==> config.mk <==
export PLATFORM = sky130hd
export DESIGN_NAME = mips_multicycle_ctrl
export DESIGN_NICKNAME = d
export VERILOG_FILES = /design/src/rtl/mips_multicycle_ctrl.sv
export SDC_FILE = /design/constraint.sdc
export NUM_CORES = 1
export LEC_CHECK = 0
export CORE_MARGIN = 10
export CORE_UTILIZATION = 44
export CTS_CLUSTER_DIAMETER = 40
export DETAILED_ROUTE_END_ITERATION = 10
export GPL_ROUTABILITY_DRIVEN = 0
export PLACE_DENSITY_LB_ADDON = 0.15
export SYNTH_ARGS = -nofsm -noshare
export SYNTH_HDL_FRONTEND = slang
export SYNTH_SLANG_ARGS = --single-unit
export TNS_END_PERCENT = 1
==> constraint.sdc <==
create_clock -name clk -period 2.4 [get_ports clk]
set_input_delay 0.48 -clock clk [delete_from_list [all_inputs] [get_ports clk]]
set_output_delay 0.48 -clock clk [all_outputs]
set_load 0.01 [all_outputs]
==> src/rtl/mips_multicycle_ctrl.sv <==
// Multicycle MIPS control unit: instruction-sequencing FSM plus ALU decoder.
// Latency: control word registered from the next state; lw 5, sw/R/addi 4, beq/j 3, illegal 2 cycles.
// Backpressure: none; the FSM advances every clock, reset low idles it in FETCH with writes off.
module mips_multicycle_ctrl (
    input  logic       clk,
    input  logic       reset,
    input  logic [5:0] op,
    input  logic [5:0] funct,
    input  logic       zero,
    output logic       pcen,
    output logic       iord,
    output logic       memwrite,
    output logic       irwrite,
    output logic       regdst,
    output logic       memtoreg,
    output logic       regwrite,
    output logic       alusrca,
    output logic [1:0] alusrcb,
    output logic [1:0] pcsrc,
    output logic [2:0] alucontrol,
    output logic [3:0] state
);

    // Sequencer states; encodings 12-15 are never produced by next_state.
    typedef enum logic [3:0] {
        S_FETCH   = 4'd0,
        S_DECODE  = 4'd1,
        S_MEMADR  = 4'd2,
        S_MEMRD   = 4'd3,
        S_MEMWB   = 4'd4,
        S_MEMWR   = 4'd5,
        S_RTYPEEX = 4'd6,
        S_RTYPEWB = 4'd7,
        S_BEQEX   = 4'd8,
        S_ADDIEX  = 4'd9,
        S_ADDIWB  = 4'd10,
        S_JEX     = 4'd11
    } state_t;

    // Opcodes the sequencer recognises.
    localparam logic [5:0] OP_LW    = 6'b100011;
    localparam logic [5:0] OP_SW    = 6'b101011;
    localparam logic [5:0] OP_RTYPE = 6'b000000;
    localparam logic [5:0] OP_BEQ   = 6'b000100;
    localparam logic [5:0] OP_ADDI  = 6'b001000;
    localparam logic [5:0] OP_J     = 6'b000010;

    // ALU function codes.
    localparam logic [2:0] ALU_AND = 3'b000;
    localparam logic [2:0] ALU_OR  = 3'b001;
    localparam logic [2:0] ALU_ADD = 3'b010;
    localparam logic [2:0] ALU_SUB = 3'b110;
    localparam logic [2:0] ALU_SLT = 3'b111;

    // Per-state control word. funct_alu means alucontrol comes from the
    // funct decoder; funct_wb means regwrite is qualified by a legal funct.
    typedef struct packed {
        logic       pcwrite;
        logic       branch;
        logic       iord;
        logic       memwrite;
        logic       irwrite;
        logic       regdst;
        logic       memtoreg;
        logic       regwrite;
        logic       alusrca;
        logic [1:0] alusrcb;
        logic [1:0] pcsrc;
        logic [2:0] alucontrol;
        logic       funct_alu;
        logic       funct_wb;
    } ctrl_t;

    // Successor of a state; opcode is consulted only in DECODE and MEMADR.
    function automatic state_t next_state(input state_t s, input logic [5:0] opc);
        state_t n;
        n = S_FETCH;
        case (s)
            S_FETCH:   n = S_DECODE;
            S_DECODE: begin
                case (opc)
                    OP_LW,
                    OP_SW:    n = S_MEMADR;
                    OP_RTYPE: n = S_RTYPEEX;
                    OP_BEQ:   n = S_BEQEX;
                    OP_ADDI:  n = S_ADDIEX;
                    OP_J:     n = S_JEX;
                    default:  n = S_FETCH;
                endcase
            end
            S_MEMADR:  n = (opc == OP_SW) ? S_MEMWR : S_MEMRD;
            S_MEMRD:   n = S_MEMWB;
            S_MEMWB:   n = S_FETCH;
            S_MEMWR:   n = S_FETCH;
            S_RTYPEEX: n = S_RTYPEWB;
            S_RTYPEWB: n = S_FETCH;
            S_BEQEX:   n = S_FETCH;
            S_ADDIEX:  n = S_ADDIWB;
            S_ADDIWB:  n = S_FETCH;
            S_JEX:     n = S_FETCH;
            default:   n = S_FETCH;
        endcase
        return n;
    endfunction

    // Moore control word for a state; anything not named stays 0.
    function automatic ctrl_t decode_state(input state_t s);
        ctrl_t c;
        c = '0;
        case (s)
            S_FETCH: begin
                c.iord       = 1'b0;
                c.alusrca    = 1'b0;
                c.alusrcb    = 2'b01;
                c.alucontrol = ALU_ADD;
                c.pcsrc      = 2'b00;
                c.irwrite    = 1'b1;
                c.pcwrite    = 1'b1;
            end
            S_DECODE: begin
                // Branch target PC + (imm << 2) is precomputed into ALUOut.
                c.alusrca    = 1'b0;
                c.alusrcb    = 2'b11;
                c.alucontrol = ALU_ADD;
            end
            S_MEMADR: begin
                c.alusrca    = 1'b1;
                c.alusrcb    = 2'b10;
                c.alucontrol = ALU_ADD;
            end
            S_MEMRD: begin
                c.iord = 1'b1;
            end
            S_MEMWB: begin
                c.regdst   = 1'b0;
                c.memtoreg = 1'b1;
                c.regwrite = 1'b1;
            end
            S_MEMWR: begin
                c.iord     = 1'b1;
                c.memwrite = 1'b1;
            end
            S_RTYPEEX: begin
                c.alusrca   = 1'b1;
                c.alusrcb   = 2'b00;
                c.funct_alu = 1'b1;
            end
            S_RTYPEWB: begin
                c.regdst   = 1'b1;
                c.memtoreg = 1'b0;
                c.regwrite = 1'b1;
                c.funct_wb = 1'b1;
            end
            S_BEQEX: begin
                c.alusrca    = 1'b1;
                c.alusrcb    = 2'b00;
                c.alucontrol = ALU_SUB;
                c.pcsrc      = 2'b01;
                c.branch     = 1'b1;
            end
            S_ADDIEX: begin
                c.alusrca    = 1'b1;
                c.alusrcb    = 2'b10;
                c.alucontrol = ALU_ADD;
            end
            S_ADDIWB: begin
                c.regdst   = 1'b0;
                c.memtoreg = 1'b0;
                c.regwrite = 1'b1;
            end
            S_JEX: begin
                c.pcsrc   = 2'b10;
                c.pcwrite = 1'b1;
            end
            default: c = '0;
        endcase
        return c;
    endfunction

    state_t cur_q;
    ctrl_t  cw_q;
    ctrl_t  cw_fetch;
    ctrl_t  cw;
    logic [2:0] rtype_alu;
    logic       funct_legal;

    // State register and control word registered from the state being entered.
    always_ff @(posedge clk) begin
        if (!reset) begin
            cur_q <= S_FETCH;
            cw_q  <= decode_state(S_FETCH);
        end else begin
            cur_q <= next_state(cur_q, op);
            cw_q  <= decode_state(next_state(cur_q, op));
        end
    end

    // R-type funct decode; the IR is stable through EX and WB so both reuse it.
    always_comb begin
        rtype_alu   = ALU_ADD;
        funct_legal = 1'b0;
        case (funct)
            6'b100000: begin rtype_alu = ALU_ADD; funct_legal = 1'b1; end
            6'b100010: begin rtype_alu = ALU_SUB; funct_legal = 1'b1; end
            6'b100100: begin rtype_alu = ALU_AND; funct_legal = 1'b1; end
            6'b100101: begin rtype_alu = ALU_OR;  funct_legal = 1'b1; end
            6'b101010: begin rtype_alu = ALU_SLT; funct_legal = 1'b1; end
            default:   begin rtype_alu = ALU_ADD; funct_legal = 1'b0; end
        endcase
    end

    // While reset is low the datapath sees FETCH selects with every write off,
    // regardless of what the register still holds this cycle.
    assign cw_fetch = decode_state(S_FETCH);
    assign cw       = reset ? cw_q : cw_fetch;

    assign pcen       = reset & (cw.pcwrite | (cw.branch & zero));
    assign irwrite    = reset & cw.irwrite;
    assign memwrite   = reset & cw.memwrite;
    assign regwrite   = reset & cw.regwrite & (~cw.funct_wb | funct_legal);
    assign iord       = cw.iord;
    assign regdst     = cw.regdst;
    assign memtoreg   = cw.memtoreg;
    assign alusrca    = cw.alusrca;
    assign alusrcb    = cw.alusrcb;
    assign pcsrc      = cw.pcsrc;
    assign alucontrol = cw.funct_alu ? rtype_alu : cw.alucontrol;
    assign state      = cur_q;

endmodule

==> results of run 1 <==
==> layer usage <==
metal  wire length [um]  global-route usage (%)  up-vias
li1                   -                       -      501
met2               1370                    21.4       28
met4                 17                    2.56        0
met1               1100                    12.5      467
met5                  0                       0        -
met3                161                    2.98        4
==> worst max path at each step <==
stage               startpoint  slack [ns]  depth (start not counted)             endpoint
floorplan                op[2]        0.57                          5  cw_q[10]$_SDFF_PN0_
CTS                   funct[1]       -0.16                          5        alucontrol[2]
finish                   reset        0.08                          4              irwrite
global route          funct[0]       0.001                          5        alucontrol[0]
global placement      funct[5]       -0.11                          6        alucontrol[1]
detailed placement    funct[5]       -0.24                          6        alucontrol[1]
==> sequential cells by signal (all words and copies together), names as in the netlist <==
signal,cells
cw_q,15
state,4
==> worst max-delay path, cell delays in order <==
cell	delay (ns)
clkdlybuf4s50_1	0.52
buf_4	0.16
and2_1	0.13
clkdlybuf4s50_1	0.55
==> placed cells by master, fill, tap and decap left out, drive strengths merged <==
cell            n
clkdlybuf4s50  28
dfxtp          19
nor2           14
buf            11
and2            9
nand3           7
inv             5
a21oi           5
nand2           5
nor3            5
or2             5
nand2b          4
o21ai           3
a31oi           3
clkbuf          3
dlygate4sd2     3
nor3b           3
xnor2           2
o31ai           2
nand4           2
o221ai          2
dlymetal6s2s    2
nor4            2
nor2b           1
nor4b           1
nor4bb          1
mux2i           1
or4             1
and3            1
a211oi          1
a2111o          1
a311o           1
a21o            1
and3b           1
o22ai           1
nand4b          1
a221oi          1
a21boi          1
clkinv          1
==> power by group through the flow <==
stage          combinational (uW)  sequential, uW  clock (uW)
4_1_cts                       130             331         157
6_report                      133             331         157
3_5_place_dp                  129             338           0
5_1_grt                       144             332         169
3_3_place_gp                  125             338           0
2_1_floorplan                56.9             337           0
==> cell families after synthesis <==
| family | after synthesis | synth area share (%) |
|---|---|---|
| compound gates | 22 | 17.1 |
| flops | 19 | 38.3 |
| simple gates | 63 | 38.7 |
| buf+inv | 7 | 3.03 |
| mux | 1 | 1.01 |
| xor+xnor | 2 | 1.77 |
==> timing repair <==
item                       in CTS  in global routing
buffers inserted                0                  0
hold buffers                    0                  0
hold endpoints to repair        0                  0
setup endpoints to repair       4                  3
pin swaps                       0                  0
resized for setup               5                  6
==> layout make-up <==
class | instances | area, um2
fillers | 196 | 681
inverters | 5 | 18.8
well taps | 28 | 35.0
multi-input cells | 88 | 613
clock inverters | 1 | 5.00
flip-flops and latches | 19 | 380
clock buffers | 3 | 22.5
repair buffers | 44 | 414
==> per-stage QoR <==
| stage | total power [uW] | utilization [%] | hold slack, ns |
|---|---|---|---|
| 2_1_floorplan | 394 | - | 0.607 |
| 3_3_place_gp | 463 | 65.9 | 0.628 |
| 3_5_place_dp | 467 | 65.9 | 0.632 |
| 4_1_cts | 618 | 67.4 | 0.650 |
| 5_1_grt | 645 | 68.6 | 0.692 |
| 6_report | 620 | 68.6 | 0.656 |
==> results.toml, run 1 <==
[run_status]
status = "finished clean"

[grt]
number_of_antenna_violations_at_the_first_check_in_global_routing = 0
pin_count_of_the_biggest_net_entering_global_routing = 12
grt_use_total_pct = 11.4
via_count_of_the_first_global_routing_pass = 969
grt_overflow_total = 0
grt_first_pass_wirelength_mm = 4.26

[power]
power_frac_clock_pct = 25.3
comb_power_share_pct = 21.4
internal_power_uw = 460
power_per_cell_area_nw_per_um2 = 416
power.static_leakage_uw = 0.000599
sw_frac_of_total_pct = 25.9
total_switching_power_uw = 160
share_seq_of_total_power_pct = 53.4
max-vdd-ir-drop_mv = 0.481

[synth]
synth_fp_nets = 129
yosys.area.top_type = "dfxtp_1"
netlist_top_cells_area = "dfxtp_1 (38%), and2_1 (5.7%), nor2_1 (4.9%)"
synth.top_cell.area_share_pct = 38.3
ys.flop_type = "dfxtp_1"
synth_seq_cells = 19
yosysUniqueCellTypes = 42
synthesis.area_um2 = 992
synth-seq-area-share_pct = 38.3
synth_async_sr_flop_share_pct = 0
synth_common_cells = "dfxtp_1 (19), nor2_1 (13), and2_1 (9)"
ys_warn_count = 0
synth-edff-count = 0
mean_post_synth_cell_area_um2 = 8.70
post-synth-top-count-cell = "dfxtp_1"
post_synth_inst_count = 114

[timing]
drv_slew = 0
timing_worst_slew_pin_value_ns = 0.489
clock.fmax_ghz = 0.431
fin_tns_setup_ns = 0
unrepaired_setup_endpoints_after_global_routing = "no"
final.min_clock_period_ns = 2.32
timing.clock.skew_ns = 0.0121
final_critical_path_setup_slack_ns = 0.0778
final-setup-viol-count = 0
ratio_of_final_minimum_period_to_clock_period_pct = 96.8
worst_slew_margin_rel_pct = 67.2
final_hold_violating_endpoints = 0

[worst_setup_path]
required_ns = 1.92
r2r_start = "state[0]$_SDFF_PN0_"
reg2reg_depth = 5
reg2reg_setup_slack_ns = 0.56
cp_max_fo = 7
critPathArrivalTime_ns = 1.84
worstSetupEndpointType = "output port"
worst_r2r_endpoint = "cw_q[8]$_SDFF_PN0_"
timing.critical_path.from_type = "input pin"
criticalPathCategory = "in2out"

[die]
fp.coreArea_um2 = 2170
standard_cell_rows = 17
top_level_ports = 34
floorplan.initialDensity_pct = 45.7
die_height_um = 67.5
die-width_um = 67.5
die-area_um2 = 4550

[routing]
wl_mm = 2.65
drc_errors = 0
post_drt_wl_per_cell_um = 14.1
detail_route.first_pass.iterations = 4
drtAntennaViolNets = 0
num_vias = 1000
via_per_inst = 5.32
drtIter0Drc = 22

[cells_and_area]
antennaDiodeCount = 0
share_of_post_route_cells_with_drive_strength_above_1_pct = 20.6
area_growth_pct = 50.1
layout.cell_area.non_filler_um2 = 1490
layout.nets = 176
fin_cells = 188

[worst_hold_path]
timing.hold.worst_endpoint = "state[1]$_SDFF_PN0_"
hold_path.startpoint = "state[0]$_SDFF_PN0_"
worstHoldPathCells = 2
min-delay-path-class = "reg2reg"

[clock_network]
htree_num_levels = 1
clk_pin_slew_worst_setup_hold_paths_ns = 0.11
cts-root-to-sink-buffers = 2
cts_root_buffer = "clkbuf_4"
clock_sink_count = 19
cts_inserted_buffers = 3
cts_tree = "done"
clock_insertion_delay_worst_skew_ns = 0.30

[placed_design]
place_ws_ns = -0.242
dpl.hpwl_mm = 2.16
place.port_buffers = 33
dpl.cell_count = 184
dpl_cell_area_um2 = 1430

[run]
maxCapViolCount = 0
No activity file was read; power rests on OpenSTA's default activity.
==> run 2, diff against run 1 <==
Settings changed: PLACE_DENSITY from default to 0.74, PLACE_DENSITY_LB_ADDON 0.15 to default.
==> run 2 against run 1 <==
Net effect: die area is the same; wire length grew 2.8%; largest cell class unchanged; register-to-register slack lost 0.06 ns; sequential share of layout area grew 0.37 points; maximum frequency shrank 0.71%.
==> results.toml, run 2 (synthesized netlist as in run 1, its figures left out) <==
[run_status]
status = "finished clean"

[worst_setup_path]
r2r_start = "state[0]$_SDFF_PN0_"
cp_slowest_stage_delay_ns = 0.55
required_ns = 1.92
worst_r2r_endpoint = "cw_q[8]$_SDFF_PN0_"
timing.critical_path.max_delay_family = "buffers and inverters"
criticalPathCategory = "in2out"
reg2reg_setup_slack_ns = 0.50
critical_path.cell_chain = "clkdlybuf4s50_1 > nor4bb_2 > a21oi_1 > nor3_1 > dlygate4sd2_1"
cp_max_fo = 4
critPathArrivalTime_ns = 1.86
worstSetupEndpoint = "alucontrol[0]"
slowest_stage_cell_crit_path = "clkdlybuf4s50_1"
critPathBufInv = 2
worstSetupEndpointType = "output port"
reg2reg_depth = 5
critical_path_cell_count = 5
timing.critical_path.from = "funct[2]"
timing.critical_path.from_type = "input pin"

[routing]
drtAntennaViolNets = 0
wl_mm = 2.72
via_per_inst = 5.48
drc_errors = 0
detail_route.first_pass.iterations = 4
post_drt_wl_per_cell_um = 14.5
drtIter0Drc = 49
num_vias = 1025

[timing]
worst_slew_margin_rel_pct = 69.6
final.min_clock_period_ns = 2.34
final_critical_path_setup_slack_ns = 0.0613
ratio_of_final_minimum_period_to_clock_period_pct = 97.4
final-setup-viol-count = 0
clock.fmax_ghz = 0.428
final_hold_violating_endpoints = 0
timing.clock.skew_ns = 0.00411
fin_tns_setup_ns = 0
drv_slew = 0
timing_worst_slew_pin_value_ns = 0.454

[clock_network]
post-cts-setup-buffer-count = 0
htree_num_levels = 1
clock_sink_count = 19
cts-root-to-sink-buffers = 2
cts_inserted_buffers = 3
cts_tree = "done"
clk_pin_slew_worst_setup_hold_paths_ns = 0.10
post_cts.resized_instances = 5
cts_root_buffer = "clkbuf_4"
cts.hold.buffers_added = 0
clock_insertion_delay_worst_skew_ns = 0.30

[worst_hold_path]
min-delay-path-class = "reg2reg"

[grt]
pin_count_of_the_biggest_net_entering_global_routing = 15
number_of_antenna_violations_at_the_first_check_in_global_routing = 0
grt_overflow_total = 0
via_count_of_the_first_global_routing_pass = 1014
grt_use_total_pct = 12.3
grt_first_pass_wirelength_mm = 4.44

[power]
power.static_leakage_uw = 0.000566
comb_power_share_pct = 20.8
power_per_cell_area_nw_per_um2 = 423
max-vdd-ir-drop_mv = 0.294
design_power_total_uw = 621
share_seq_of_total_power_pct = 53.3
sw_frac_of_total_pct = 26.2
internal_power_uw = 458
power_frac_clock_pct = 25.9
total_switching_power_uw = 163

[die]
floorplan.initialDensity_pct = 45.7
die_height_um = 67.5
die-width_um = 67.5
fp.coreArea_um2 = 2170
standard_cell_rows = 17
top_level_ports = 34
die-area_um2 = 4550

[placed_design]
place.port_buffers = 33
dpl.hpwl_mm = 2.18
dpl.cell_count = 183
place_ws_ns = -0.178

[cells_and_area]
share_of_post_route_cells_with_drive_strength_above_1_pct = 20.1
fin_cells = 187
area_growth_pct = 47.9
layout.nets = 175
registers.top_by_ff_count = "cw_q"
largest_register_ffs = 15
final_cell_mix = "clkdlybuf4s50_1 (29), dfxtp_1 (19), nor2_1 (13), buf_4 (10), and2_1 (9)"
ff_latch_area_um2 = 380
fill_cells = 187
antennaDiodeCount = 0
final_common_cell = "clkdlybuf4s50_1"
area_of_combinational_cells_with_multiple_inputs_um2 = 602
post-route-util_pct = 67.6

[run]
maxCapViolCount = 0
==> run 2: cell types whose count changed in the layout (fill, tap and decap cells not counted), sizes merged <==
cell	previous run	this run
clkdlybuf4s50	28	29
buf	11	10
dlymetal6s2s	2	1
==> run 2: how the worst min path moves through the flow <==
stage,from,to,slack (ns),depth (start not counted)
3_5_place_dp,state[0]$_SDFF_PN0_,state[1]$_SDFF_PN0_,0.63,2
6_report,state[0]$_SDFF_PN0_,state[1]$_SDFF_PN0_,0.65,2
3_3_place_gp,state[0]$_SDFF_PN0_,state[1]$_SDFF_PN0_,0.61,2
4_1_cts,state[0]$_SDFF_PN0_,state[1]$_SDFF_PN0_,0.64,2
2_1_floorplan,state[0]$_SDFF_PN0_,state[1]$_SDFF_PN0_,0.61,2
5_1_grt,state[0]$_SDFF_PN0_,state[1]$_SDFF_PN0_,0.69,2
==> run 2: area by class of cell <==
cell class / count / area share [%]
Clock buffer: 3 / 1.53
Clock inverter: 1 / 0.341
Inverter: 5 / 1.28
Multi-Input combinational cell: 88 / 41.0
Sequential cell: 19 / 25.9
Tap cell: 28 / 2.39
Timing Repair Buffer: 43 / 27.5
==> run 2: worst min-delay path, delay by kind of cell, from the launching register on <==
family	cells	cell delay [ns]
flops	1	0.40
simple gates	1	0.13
compound gates	1	0.08
==> run 2: through the flow <==
stage / instance area [um2] / hold WS (ns)
2_1_floorplan: 992 / 0.607
3_3_place_gp: 1420 / 0.612
3_5_place_dp: 1420 / 0.626
4_1_cts: 1450 / 0.644
5_1_grt: 1470 / 0.685
6_report: 1470 / 0.651
==> run 2: power groups by stage <==
stage               Clock (uW)  Sequential (uW)  Combinational (uW)
floorplan                    0              337                56.9
global placement             0              338                 124
detailed placement           0              338                 127
CTS                        163              331                 129
global route               170              332                 141
finish                     160              331                 129
==> run 2: metal layers <==
layer  global-route usage (%)  routed length, um  vias up
met5                        0                  0        -
met4                     6.41                 31        0
met3                     2.98                195        3
met2                     22.8               1380       34
met1                     12.3               1120      479
li1                         -                  -      509
